===== src/rtl/seg7_pkg.sv =====
// Shared constants and types for the six-digit multiplexed seven-segment display.
// All segment patterns are active-low and ordered {g,f,e,d,c,b,a}.
package seg7_pkg;

  localparam int NUM_DIGITS = 6;

  typedef logic [3:0] bcd_t;
  typedef logic [6:0] seg_t;
  typedef logic [2:0] idx_t;

  localparam seg_t SEG_0    = 7'h40;
  localparam seg_t SEG_1    = 7'h79;
  localparam seg_t SEG_2    = 7'h24;
  localparam seg_t SEG_3    = 7'h30;
  localparam seg_t SEG_4    = 7'h19;
  localparam seg_t SEG_5    = 7'h12;
  localparam seg_t SEG_6    = 7'h02;
  localparam seg_t SEG_7    = 7'h78;
  localparam seg_t SEG_8    = 7'h00;
  localparam seg_t SEG_9    = 7'h10;
  localparam seg_t SEG_DASH = 7'h3F;
  localparam seg_t SEG_OFF  = 7'h7F;

  localparam logic [NUM_DIGITS-1:0] AN_OFF = 6'h3F;
  localparam idx_t IDX_LAST = 3'd5;

  // Separators sit after the hours and minutes digit pairs (hh.mm.ss).
  function automatic logic is_dp_slot(input idx_t idx);
    return (idx == 3'd2) || (idx == 3'd4);
  endfunction

endpackage


===== src/rtl/seg7_scan_if.sv =====
// Display bus between the time-keeping logic (master) and the scanner (slave).
interface seg7_scan_if;
  import seg7_pkg::*;

  logic                  enable;
  logic                  tick_1hz;
  bcd_t                  count0;
  bcd_t                  count1;
  bcd_t                  count2;
  bcd_t                  count3;
  bcd_t                  count4;
  bcd_t                  count5;
  logic [NUM_DIGITS-1:0] an;
  seg_t                  seg;
  logic                  dp;

  modport master (
    output enable, tick_1hz, count0, count1, count2, count3, count4, count5,
    input  an, seg, dp
  );

  modport slave (
    input  enable, tick_1hz, count0, count1, count2, count3, count4, count5,
    output an, seg, dp
  );

endinterface


===== src/rtl/seg7_scan_bcd_to_seg7.sv =====
// Combinational BCD to active-low seven-segment decoder; non-BCD codes show a dash.
module bcd_to_seg7
  import seg7_pkg::*;
(
  input  bcd_t bcd,
  output seg_t seg
);

  // Pattern lookup
  always_comb begin
    case (bcd)
      4'd0:    seg = SEG_0;
      4'd1:    seg = SEG_1;
      4'd2:    seg = SEG_2;
      4'd3:    seg = SEG_3;
      4'd4:    seg = SEG_4;
      4'd5:    seg = SEG_5;
      4'd6:    seg = SEG_6;
      4'd7:    seg = SEG_7;
      4'd8:    seg = SEG_8;
      4'd9:    seg = SEG_9;
      default: seg = SEG_DASH;
    endcase
  end

endmodule


===== src/rtl/seg7_scan.sv =====
// Six-digit multiplexed seven-segment scanner with a per-frame snapshot of the time digits.
// Optional build macro COLON_BLINK_EN makes the hh.mm.ss separators blink from tick_1hz.
module seg7_scan
  import seg7_pkg::*;
#(
  parameter int SCAN_DIV = 50000
) (
  input  logic       clk,
  input  logic       reset,
  seg7_scan_if.slave bus
);

  localparam int              DIV_W    = $clog2(SCAN_DIV);
  localparam logic [DIV_W-1:0] DIV_LAST = DIV_W'(SCAN_DIV - 1);

  logic [DIV_W-1:0]      div_q, div_d;
  idx_t                  idx_q, idx_d;
  bcd_t                  snap_q [NUM_DIGITS];
  bcd_t                  snap_d [NUM_DIGITS];
  bcd_t                  counts_s [NUM_DIGITS];
  logic                  dp_lit_q, dp_lit_d;
  logic [NUM_DIGITS-1:0] an_q, an_d;
  seg_t                  seg_q, seg_d;
  logic                  dp_q, dp_d;
  logic                  slot_tick_s;
  bcd_t                  digit_s;
  seg_t                  seg_dec_s;

  // Gather the live digits in index order
  always_comb begin
    counts_s[0] = bus.count0;
    counts_s[1] = bus.count1;
    counts_s[2] = bus.count2;
    counts_s[3] = bus.count3;
    counts_s[4] = bus.count4;
    counts_s[5] = bus.count5;
  end

  // Divider, digit index and frame snapshot; everything holds while disabled
  always_comb begin
    div_d       = div_q;
    idx_d       = idx_q;
    snap_d      = snap_q;
    slot_tick_s = 1'b0;
    if (bus.enable) begin
      slot_tick_s = (div_q == DIV_LAST);
      if (slot_tick_s) begin
        div_d = '0;
        if (idx_q == IDX_LAST) begin
          idx_d  = 3'd0;
          snap_d = counts_s;
        end else begin
          idx_d = idx_q + 3'd1;
        end
      end else begin
        div_d = div_q + DIV_W'(1);
      end
    end else begin
      div_d = div_q;
    end
  end

`ifdef COLON_BLINK_EN
  // Separator phase flips once per second
  always_comb begin
    if (bus.enable && bus.tick_1hz) begin
      dp_lit_d = ~dp_lit_q;
    end else begin
      dp_lit_d = dp_lit_q;
    end
  end
`else
  logic unused_tick_s;
  assign unused_tick_s = bus.tick_1hz;
  assign dp_lit_d      = 1'b1;
`endif

  // Snapshot mux, driven from the next index so outputs line up with idx_q
  always_comb begin
    case (idx_d)
      3'd0:    digit_s = snap_d[0];
      3'd1:    digit_s = snap_d[1];
      3'd2:    digit_s = snap_d[2];
      3'd3:    digit_s = snap_d[3];
      3'd4:    digit_s = snap_d[4];
      3'd5:    digit_s = snap_d[5];
      default: digit_s = 4'd0;
    endcase
  end

  bcd_to_seg7 u_dec (
    .bcd (digit_s),
    .seg (seg_dec_s)
  );

  // Next display outputs
  always_comb begin
    if (bus.enable) begin
      an_d  = ~(6'd1 << idx_d);
      seg_d = seg_dec_s;
      dp_d  = ~(dp_lit_d & is_dp_slot(idx_d));
    end else begin
      an_d  = AN_OFF;
      seg_d = SEG_OFF;
      dp_d  = 1'b1;
    end
  end

  // State and output registers
  always_ff @(posedge clk) begin
    if (reset) begin
      div_q    <= '0;
      idx_q    <= 3'd0;
      dp_lit_q <= 1'b1;
      an_q     <= AN_OFF;
      seg_q    <= SEG_OFF;
      dp_q     <= 1'b1;
      for (int i = 0; i < NUM_DIGITS; i++) begin
        snap_q[i] <= 4'd0;
      end
    end else begin
      div_q    <= div_d;
      idx_q    <= idx_d;
      dp_lit_q <= dp_lit_d;
      an_q     <= an_d;
      seg_q    <= seg_d;
      dp_q     <= dp_d;
      snap_q   <= snap_d;
    end
  end

  assign bus.an  = an_q;
  assign bus.seg = seg_q;
  assign bus.dp  = dp_q;

endmodule


===== src/flat_wrapper.sv =====
// flat-port wrapper written by rule: the top's interface ports become plain ports
module seg7_scan_flat import seg7_pkg::*;
#(
  parameter int SCAN_DIV = 50000
)
  (clk, reset, bus_enable, bus_tick_1hz, bus_count0, bus_count1, bus_count2, bus_count3, bus_count4, bus_count5, bus_an, bus_seg, bus_dp);
  seg7_scan_if bus_i ();
  input  logic clk;
  input  logic reset;
  input wire logic [$bits(bus_i.enable)-1:0] bus_enable;
  input wire logic [$bits(bus_i.tick_1hz)-1:0] bus_tick_1hz;
  input wire logic [$bits(bus_i.count0)-1:0] bus_count0;
  input wire logic [$bits(bus_i.count1)-1:0] bus_count1;
  input wire logic [$bits(bus_i.count2)-1:0] bus_count2;
  input wire logic [$bits(bus_i.count3)-1:0] bus_count3;
  input wire logic [$bits(bus_i.count4)-1:0] bus_count4;
  input wire logic [$bits(bus_i.count5)-1:0] bus_count5;
  output wire logic [$bits(bus_i.an)-1:0] bus_an;
  output wire logic [$bits(bus_i.seg)-1:0] bus_seg;
  output wire logic [$bits(bus_i.dp)-1:0] bus_dp;
  assign bus_i.enable = bus_enable;
  assign bus_i.tick_1hz = bus_tick_1hz;
  assign bus_i.count0 = bus_count0;
  assign bus_i.count1 = bus_count1;
  assign bus_i.count2 = bus_count2;
  assign bus_i.count3 = bus_count3;
  assign bus_i.count4 = bus_count4;
  assign bus_i.count5 = bus_count5;
  assign bus_an = bus_i.an;
  assign bus_seg = bus_i.seg;
  assign bus_dp = bus_i.dp;
  seg7_scan #(.SCAN_DIV(SCAN_DIV)) u_core (.clk(clk), .reset(reset), .bus(bus_i));
endmodule

===== config.mk =====
export PLATFORM = sky130hd
export DESIGN_NAME = seg7_scan_flat
export DESIGN_NICKNAME = d
export VERILOG_FILES = /design/src/rtl/seg7_pkg.sv /design/src/rtl/seg7_scan_if.sv /design/src/rtl/seg7_scan_bcd_to_seg7.sv /design/src/rtl/seg7_scan.sv /design/src/flat_wrapper.sv
export SDC_FILE = /design/constraint.sdc
export NUM_CORES = 1
export LEC_CHECK = 0
export ABC_CLOCK_PERIOD_IN_PS = 2400
export BUFFER_PORTS_ARGS = -buffer_cell sky130_fd_sc_hd__clkbuf_2
export CORE_ASPECT_RATIO = 1.4
export CORE_MARGIN = 8
export CORE_UTILIZATION = 51
export DETAILED_ROUTE_END_ITERATION = 6
export HOLD_SLACK_MARGIN = 0.02
export PLACE_DENSITY = 0.78
export SLEW_MARGIN = 20
export SYNTH_ARGS = -nofsm -noshare
export SYNTH_HDL_FRONTEND = slang
export SYNTH_SLANG_ARGS = --single-unit

===== constraint.sdc =====
create_clock -name clk -period 2.4 [get_ports clk]
set_input_delay 0.24 -clock clk [delete_from_list [all_inputs] [get_ports clk]]
set_output_delay 0.24 -clock clk [all_outputs]
set_load 0.1 [all_outputs]

==> results of run 1 <==
-- metal layers --
metal	vias up	share of wire [%]
met5	-	0
met4	0	3.1
li1	1268	-
met2	85	56
met3	20	5.8
met1	1225	35
-- cell type report --
| type | count | area (sq um) |
|---|---|---|
| clock inverters | 3 | 15.0 |
| well taps | 66 | 82.6 |
| fillers | 364 | 1430 |
| multi-input cells | 242 | 1650 |
| repair buffers | 96 | 656 |
| inverters | 5 | 21.3 |
| clock buffers | 13 | 159 |
| flip-flops and latches | 57 | 1150 |
-- cell usage after synthesis, types with 2 or more instances --
| cell type | count | area share [%] |
|---|---|---|
| a21o_1 | 2 | 0.55 |
| a21oi_1 | 33 | 6.0 |
| and3_1 | 2 | 0.46 |
| and4_1 | 2 | 0.64 |
| and4bb_1 | 2 | 0.92 |
| buf_2 | 5 | 0.92 |
| buf_6 | 2 | 0.82 |
| clkbuf_1 | 8 | 1.1 |
| dfxtp_1 | 57 | 42 |
| ha_1 | 6 | 2.7 |
| inv_1 | 5 | 0.69 |
| mux2_2 | 4 | 1.6 |
| mux2i_1 | 17 | 6.2 |
| nand2_1 | 68 | 9.3 |
| nand2b_1 | 4 | 0.92 |
| nand3_1 | 7 | 1.3 |
| nand4_1 | 3 | 0.69 |
| nor2_1 | 32 | 4.4 |
| nor2b_1 | 5 | 1.1 |
| nor3_1 | 6 | 1.1 |
| o211ai_1 | 2 | 0.55 |
| o21ai_0 | 7 | 1.3 |
| xnor2_1 | 6 | 1.9 |
| xor2_1 | 10 | 3.2 |
-- state kept, by name, indices dropped and copies added, names as in the netlist --
name / flops
u_core.idx_q: 3
u_core.bus.an: 6
u_core.bus.dp: 1
u_core.div_q: 16
u_core.bus.seg: 7
u_core.snap_q: 24
-- worst min path at each step --
stage | startpoint | to
2_1_floorplan | bus_count5[1] | u_core.snap_q[1]
3_3_place_gp | u_core.snap_q[12] | u_core.snap_q[12]
3_5_place_dp | u_core.snap_q[10] | u_core.snap_q[10]
4_1_cts | bus_count2[2] | u_core.snap_q[14]
5_1_grt | bus_count2[2] | u_core.snap_q[14]
6_report | bus_count2[2] | u_core.snap_q[14]
-- cells by family after synthesis --
group	Yosys count	synth area share [%]
simple gates	139	24.6
compound gates	58	13.3
flops	57	41.8
mux	23	8.94
buf+inv	20	3.53
xor+xnor	16	5.13
fa+ha+maj	6	2.75
-- what timing repair did --
item | 4_1_cts | 5_1_grt
setup endpoints to repair | 7 | 7
resized for setup | 18 | 14
hold buffers | 0 | 0
pin swaps | 14 | 16
cloned | 0 | 0
setup buffers | 8 | 4
-- worst max-delay path, delay by kind of cell, from the launching register on --
family	cells	cell delay, ps
AND/OR/NAND/NOR	3	760
flip-flops	1	330
buffers and inverters	2	360
adder cells (fa/ha/maj)	1	240
AO/OA/AOI/OAI	3	740
XOR/XNOR	1	130
-- power by group through the flow --
stage / Combinational (mW) / Clock, mW / Sequential, mW
global route: 0.125 / 0.864 / 0.962
finish: 0.117 / 0.800 / 0.962
detailed placement: 0.115 / 0 / 0.983
global placement: 0.114 / 0 / 0.982
floorplan: 0.0292 / 0 / 1.03
CTS: 0.116 / 0.810 / 0.962
==> results.py, run 1 <==
metrics = {
    "routing": {
        "num_vias": 2598,
        "drt_iter0_drc": 159,
        "drt_wl_total_mm": 7.58,
        "post_drt_wl_per_cell_microns": 15.7,
        "vias_per_cell": 5.39,
        "antenna_violating_nets_post_route": 0,
        "drt_drc_violations_left": 0,
        "detail_route.first_pass.iterations": 4,
    },
    "floorplanning": {
        "placeableCoreArea_sq_mm": 0.00516,
        "fp.dieH_microns": 103,
        "die_x_microns": 77.8,
        "initial_core_util_pct": 52.9,
        "io_pins": 42,
        "placement_rows": 31,
        "die_area_sq_mm": 0.00798,
    },
    "sta": {
        "finalHoldWorstSlack_ps": 97.1,
        "setup_viol": 7,
        "final_total_negative_setup_slack_ps": -945,
        "finalClockSkew_ps": 10.2,
        "total_count_of_hold_check_failures_in_the_final_report": 0,
        "final.period_utilization_pct": 109,
        "unrepaired_setup_endpoints_after_global_routing": "true",
        "fmax_mhz": 383,
        "max_slew_margin_pct": 58.7,
        "report.final.slew_viol_count": 0,
        "setup_ws_ps": -214,
        "timing.final.crit_period_ps": 2610,
        "tightestPinTransition_ps": 619,
    },
    "worst_setup_path": {
        "critPathLaunchType": "flip-flop",
        "worst-endpoint-arrival_ps": 2890,
        "cp-startpoint": "u_core.div_q[7]",
        "end_kind": "flip-flop",
        "r2r-start": "u_core.div_q[7]",
        "crit_path_top_delay_cell": "a211o_4",
        "path_class": "flip-flop to flip-flop",
        "worst-r2r-setup-slack_ps": -210,
        "critPathMaxFanout": 7,
        "max_stage_delay_ps": 370,
        "required_ps": 2680,
        "worst_r2r_path_depth": 10,
        "critical_path.endpoint": "u_core.bus.seg[1]",
        "worstPathCellList": "nor4b_4, nand4_4, buf_6, xnor2_4, and3_4, a211o_4, buf_12, ha_4, o21a_1, o21ai_2",
        "crit-reg2reg-capture": "u_core.bus.seg[1]",
    },
    "clocking": {
        "tritoncts": "built",
        "max-clock-path-buffers": 2,
        "clk_pin_slew_worst_paths_ps": 70,
        "num_cts_buffers": 9,
        "cts_num_sinks": 57,
        "clock_tree.root_cell": "clkbuf_8",
        "insertion_delay_ps": 350,
        "cts-htree-levels": 3,
    },
    "global_route": {
        "largest_net_degree_at_the_start_of_global_routing": 32,
        "first_global_vias": 2615,
        "grt.met2_usage_pct": 34.9,
        "grt_pass1_wl_mm": 11.6,
        "grt_usage_pct": 18.8,
        "gr-usage-met3_pct": 7.07,
        "antenna_found_initial": 0,
        "grt_busiest_layer": "met2",
        "globalRoute.totalOverflow": 0,
        "use_met1_pct": 15.8,
    },
    "place": {
        "place_worst_setup_slack_ps": -99.0,
        "dp_cells": 454,
        "dp_hpwl_mm": 4.83,
        "placed_area_sq_mm": 0.00329,
        "routabilityCongestion": 0.895,
        "portbufs": 40,
    },
    "pwr": {
        "p_seq_share_pct": 51.2,
        "cell_internal_pwr_mw": 1.42,
        "vdd_drop_max_uv": 344,
        "power.total_mw": 1.88,
        "switchingPower_uw": 461,
        "total_leakage_power_nw": 1.51,
        "p_clk_share_pct": 42.6,
        "combPwrFrac_pct": 6.2,
        "power.switching_fraction_pct": 24.5,
        "power.density_mw_per_mm2": 504,
    },
    "logic_synthesis": {
        "async_reset_ff_share_pct": 0,
        "mappedNetlistNets": 353,
        "ys_dominant_reg_cell": "dfxtp_1",
        "syn_inst_count": 319,
        "ys_seq_elements": 57,
        "yosys_warnings": 0,
        "synth-seq-area-share_pct": 41.8,
        "syn_area_sq_mm": 0.00273,
        "number_of_library_cell_types_mapped_by_synthesis": 48,
        "number_of_enable_type_register_cells_in_the_synthesized_netlist": 0,
        "syn_avg_cell_area_sq_um": 8.56,
    },
    "flow_run": {
        "maxCapViolCount": 0,
    },
    "finish": {
        "post_layout_nonfiller_instances": 482,
        "drive_gt1_share_pct": 34.9,
        "fin_util_pct": 72.3,
        "area_delta_synth_final_pct": 36.5,
        "n_diodes": 0,
        "stdcell_area_sq_mm": 0.00373,
        "final_common_cell": "nand2_1",
        "final_cell_mix": "nand2_1 (68), dfxtp_1 (53), buf_4 (49)",
        "post_layout_nets": 445,
    },
    "hold_path": {
        "worstHoldPathType": "input port to flip-flop",
        "hold_path_depth": 3,
    },
    "status": {
        "status": "finished, violations left",
        "failed_checks": "setup timing",
    },
}
Note: power is estimated with default switching activity, not from simulation.
==> inputs of run 2 (changes only) <==
--- a/config.mk
+++ b/config.mk
@@ -5,6 +5,7 @@
 export SDC_FILE = /design/constraint.sdc
 export NUM_CORES = 1
 export LEC_CHECK = 0
+export ABC_AREA = 0
 export ABC_CLOCK_PERIOD_IN_PS = 2400
 export BUFFER_PORTS_ARGS = -buffer_cell sky130_fd_sc_hd__clkbuf_2
 export CORE_ASPECT_RATIO = 1.4
@@ -13,7 +14,8 @@
 export DETAILED_ROUTE_END_ITERATION = 6
 export HOLD_SLACK_MARGIN = 0.02
 export PLACE_DENSITY = 0.78
-export SLEW_MARGIN = 20
+export RECOVER_POWER = 50
+export SLEW_MARGIN = 30
 export SYNTH_ARGS = -nofsm -noshare
 export SYNTH_HDL_FRONTEND = slang
 export SYNTH_SLANG_ARGS = --single-unit
==> run 2 against run 1 <==
Net effect: the flow still finishes with violations (setup timing); wire length increased by 0.40%; setup slack improved by 1.6 ps; final cell count unchanged; critical path depth stayed put; register-to-register slack hardly changed; sequential power about the same; combinational power about the same; via count rose by 0.31%; utilization down 0.34 points; fmax hardly changed; first-iteration DRC count up 0.63%; critical endpoint unchanged; largest cell class unchanged.
==> results.py, run 2 (synthesized netlist as in run 1, its figures left out) <==
metrics = {
    "finish": {
        "largest_register_by_flop_count": "u_core.snap_q",
        "drive_gt1_share_pct": 31.5,
        "final_cell_mix": "nand2_1 (68), dfxtp_1 (53), buf_4 (49)",
        "fin_util_pct": 71.9,
        "final_common_cell": "nand2_1",
        "post_layout_nets": 445,
        "fill_cells": 376,
        "area_delta_synth_final_pct": 35.9,
        "n_diodes": 0,
        "stdcell_area_sq_mm": 0.00371,
        "post_layout_nonfiller_instances": 482,
        "largest_register_ffs": 24,
    },
    "clocking": {
        "max-clock-path-buffers": 2,
        "insertion_delay_ps": 360,
        "clk_pin_slew_worst_paths_ps": 70,
        "clock_tree.root_cell": "clkbuf_8",
        "tritoncts": "built",
        "cts-htree-levels": 3,
        "cts_hold_buf": 0,
        "num_cts_buffers": 9,
        "cts_num_sinks": 57,
    },
    "sta": {
        "report.final.slew_viol_count": 0,
        "final.period_utilization_pct": 109,
        "finalHoldWorstSlack_ps": 96.0,
        "max_slew_margin_pct": 22.0,
        "setup_viol": 7,
        "fmax_mhz": 383,
        "unrepaired_setup_endpoints_after_global_routing": "true",
        "tightestPinTransition_ps": 1180,
        "setup_ws_ps": -213,
        "timing.final.crit_period_ps": 2610,
        "finalClockSkew_ps": 10.0,
        "final_total_negative_setup_slack_ps": -927,
        "total_count_of_hold_check_failures_in_the_final_report": 0,
    },
    "routing": {
        "antenna_violating_nets_post_route": 0,
        "post_drt_wl_per_cell_microns": 15.8,
        "drt_iter0_drc": 160,
        "num_vias": 2606,
        "drt_wl_total_mm": 7.61,
        "drt_drc_violations_left": 0,
        "vias_per_cell": 5.41,
        "detail_route.first_pass.iterations": 5,
    },
    "floorplanning": {
        "io_pins": 42,
        "placeableCoreArea_sq_mm": 0.00516,
        "initial_core_util_pct": 52.9,
        "placement_rows": 31,
        "fp.dieH_microns": 103,
        "die_x_microns": 77.8,
        "die_area_sq_mm": 0.00798,
    },
    "worst_setup_path": {
        "worstPathCellList": "nor4b_4, nand4_4, buf_6, xnor2_4, and3_4, a211o_4, buf_12, ha_4, o21a_1, o21ai_2",
        "max_stage_delay_ps": 370,
        "worst-r2r-setup-slack_ps": -210,
        "critPathLaunchType": "flip-flop",
        "critPathMaxFanout": 7,
        "worst-endpoint-arrival_ps": 2890,
        "crit_path_top_delay_cell": "a211o_4",
        "required_ps": 2680,
        "path_class": "flip-flop to flip-flop",
        "end_kind": "flip-flop",
    },
    "place": {
        "dp_cells": 454,
        "place_worst_setup_slack_ps": -99.0,
        "portbufs": 40,
        "dp_hpwl_mm": 4.83,
        "routabilityCongestion": 0.895,
        "placed_area_sq_mm": 0.00329,
    },
    "pwr": {
        "p_clk_share_pct": 42.7,
        "power.total_mw": 1.88,
        "power.density_mw_per_mm2": 507,
        "power.switching_fraction_pct": 24.6,
        "switchingPower_uw": 463,
        "combPwrFrac_pct": 6.1,
        "cell_internal_pwr_mw": 1.42,
        "total_leakage_power_nw": 1.47,
        "vdd_drop_max_uv": 343,
        "p_seq_share_pct": 51.2,
    },
    "global_route": {
        "globalRoute.totalOverflow": 0,
        "largest_net_degree_at_the_start_of_global_routing": 32,
        "grt_usage_pct": 18.8,
        "grt_pass1_wl_mm": 11.6,
        "first_global_vias": 2615,
        "antenna_found_initial": 0,
    },
    "hold_path": {
        "worstHoldPathType": "input port to flip-flop",
    },
    "flow_run": {
        "maxCapViolCount": 0,
    },
    "status": {
        "status": "finished, violations left",
        "failed_checks": "setup timing",
    },
}
-- run 2: changes by cell type in the layout (fill, tap and decap cells not counted) --
cell / before / now
clkbuf_2: 40 / 26
clkbuf_1: 2 / 16
-- run 2: power groups by stage --
| stage | sequential [mW] | clock (mW) | combinational (mW) |
|---|---|---|---|
| 2_1_floorplan | 1.03 | 0 | 0.0292 |
| 3_3_place_gp | 0.982 | 0 | 0.114 |
| 3_5_place_dp | 0.983 | 0 | 0.115 |
| 4_1_cts | 0.962 | 0.810 | 0.116 |
| 5_1_grt | 0.962 | 0.864 | 0.123 |
| 6_report | 0.962 | 0.803 | 0.115 |
-- run 2: worst paths after layout --
path,startpoint,to,cells after the start
min reg2reg,u_core.snap_q[2],u_core.snap_q[2],2
min,bus_count2[2],u_core.snap_q[14],3
max reg2reg,u_core.div_q[7],u_core.bus.seg[1],10
max,u_core.div_q[7],u_core.bus.seg[1],10
-- run 2: worst max-delay path, delay by kind of cell (launching register included) --
kind / cells / cell delay (ps)
and+or+nand+nor: 3 / 760
AOI/OAI and AO/OA: 3 / 740
buffers and inverters: 2 / 360
DFF: 1 / 330
adders and majority gates: 1 / 240
xor gates and xnor gates: 1 / 130
-- run 2: layout make-up --
type / instances / area [sq um] / area share, %
repair buffers: 96 / 638 / 17.2
flip-flops and latches: 57 / 1150 / 30.9
well taps: 66 / 82.6 / 2.23
clock inverters: 3 / 15.0 / 0.405
inverters: 5 / 21.3 / 0.573
multi-input cells: 242 / 1650 / 44.4
clock buffers: 13 / 159 / 4.28
-- run 2: metal layers --
metal	wire (microns)	GRT usage (%)
met3	460	7.07
met4	270	14.9
met2	4190	34.9
met1	2680	15.8
met5	0	0
-- run 2: what timing repair did --
item,4_1_cts,5_1_grt
pin swaps,14,16
setup buffers,8,4
setup endpoints to repair,7,7
gates resized for setup,18,14
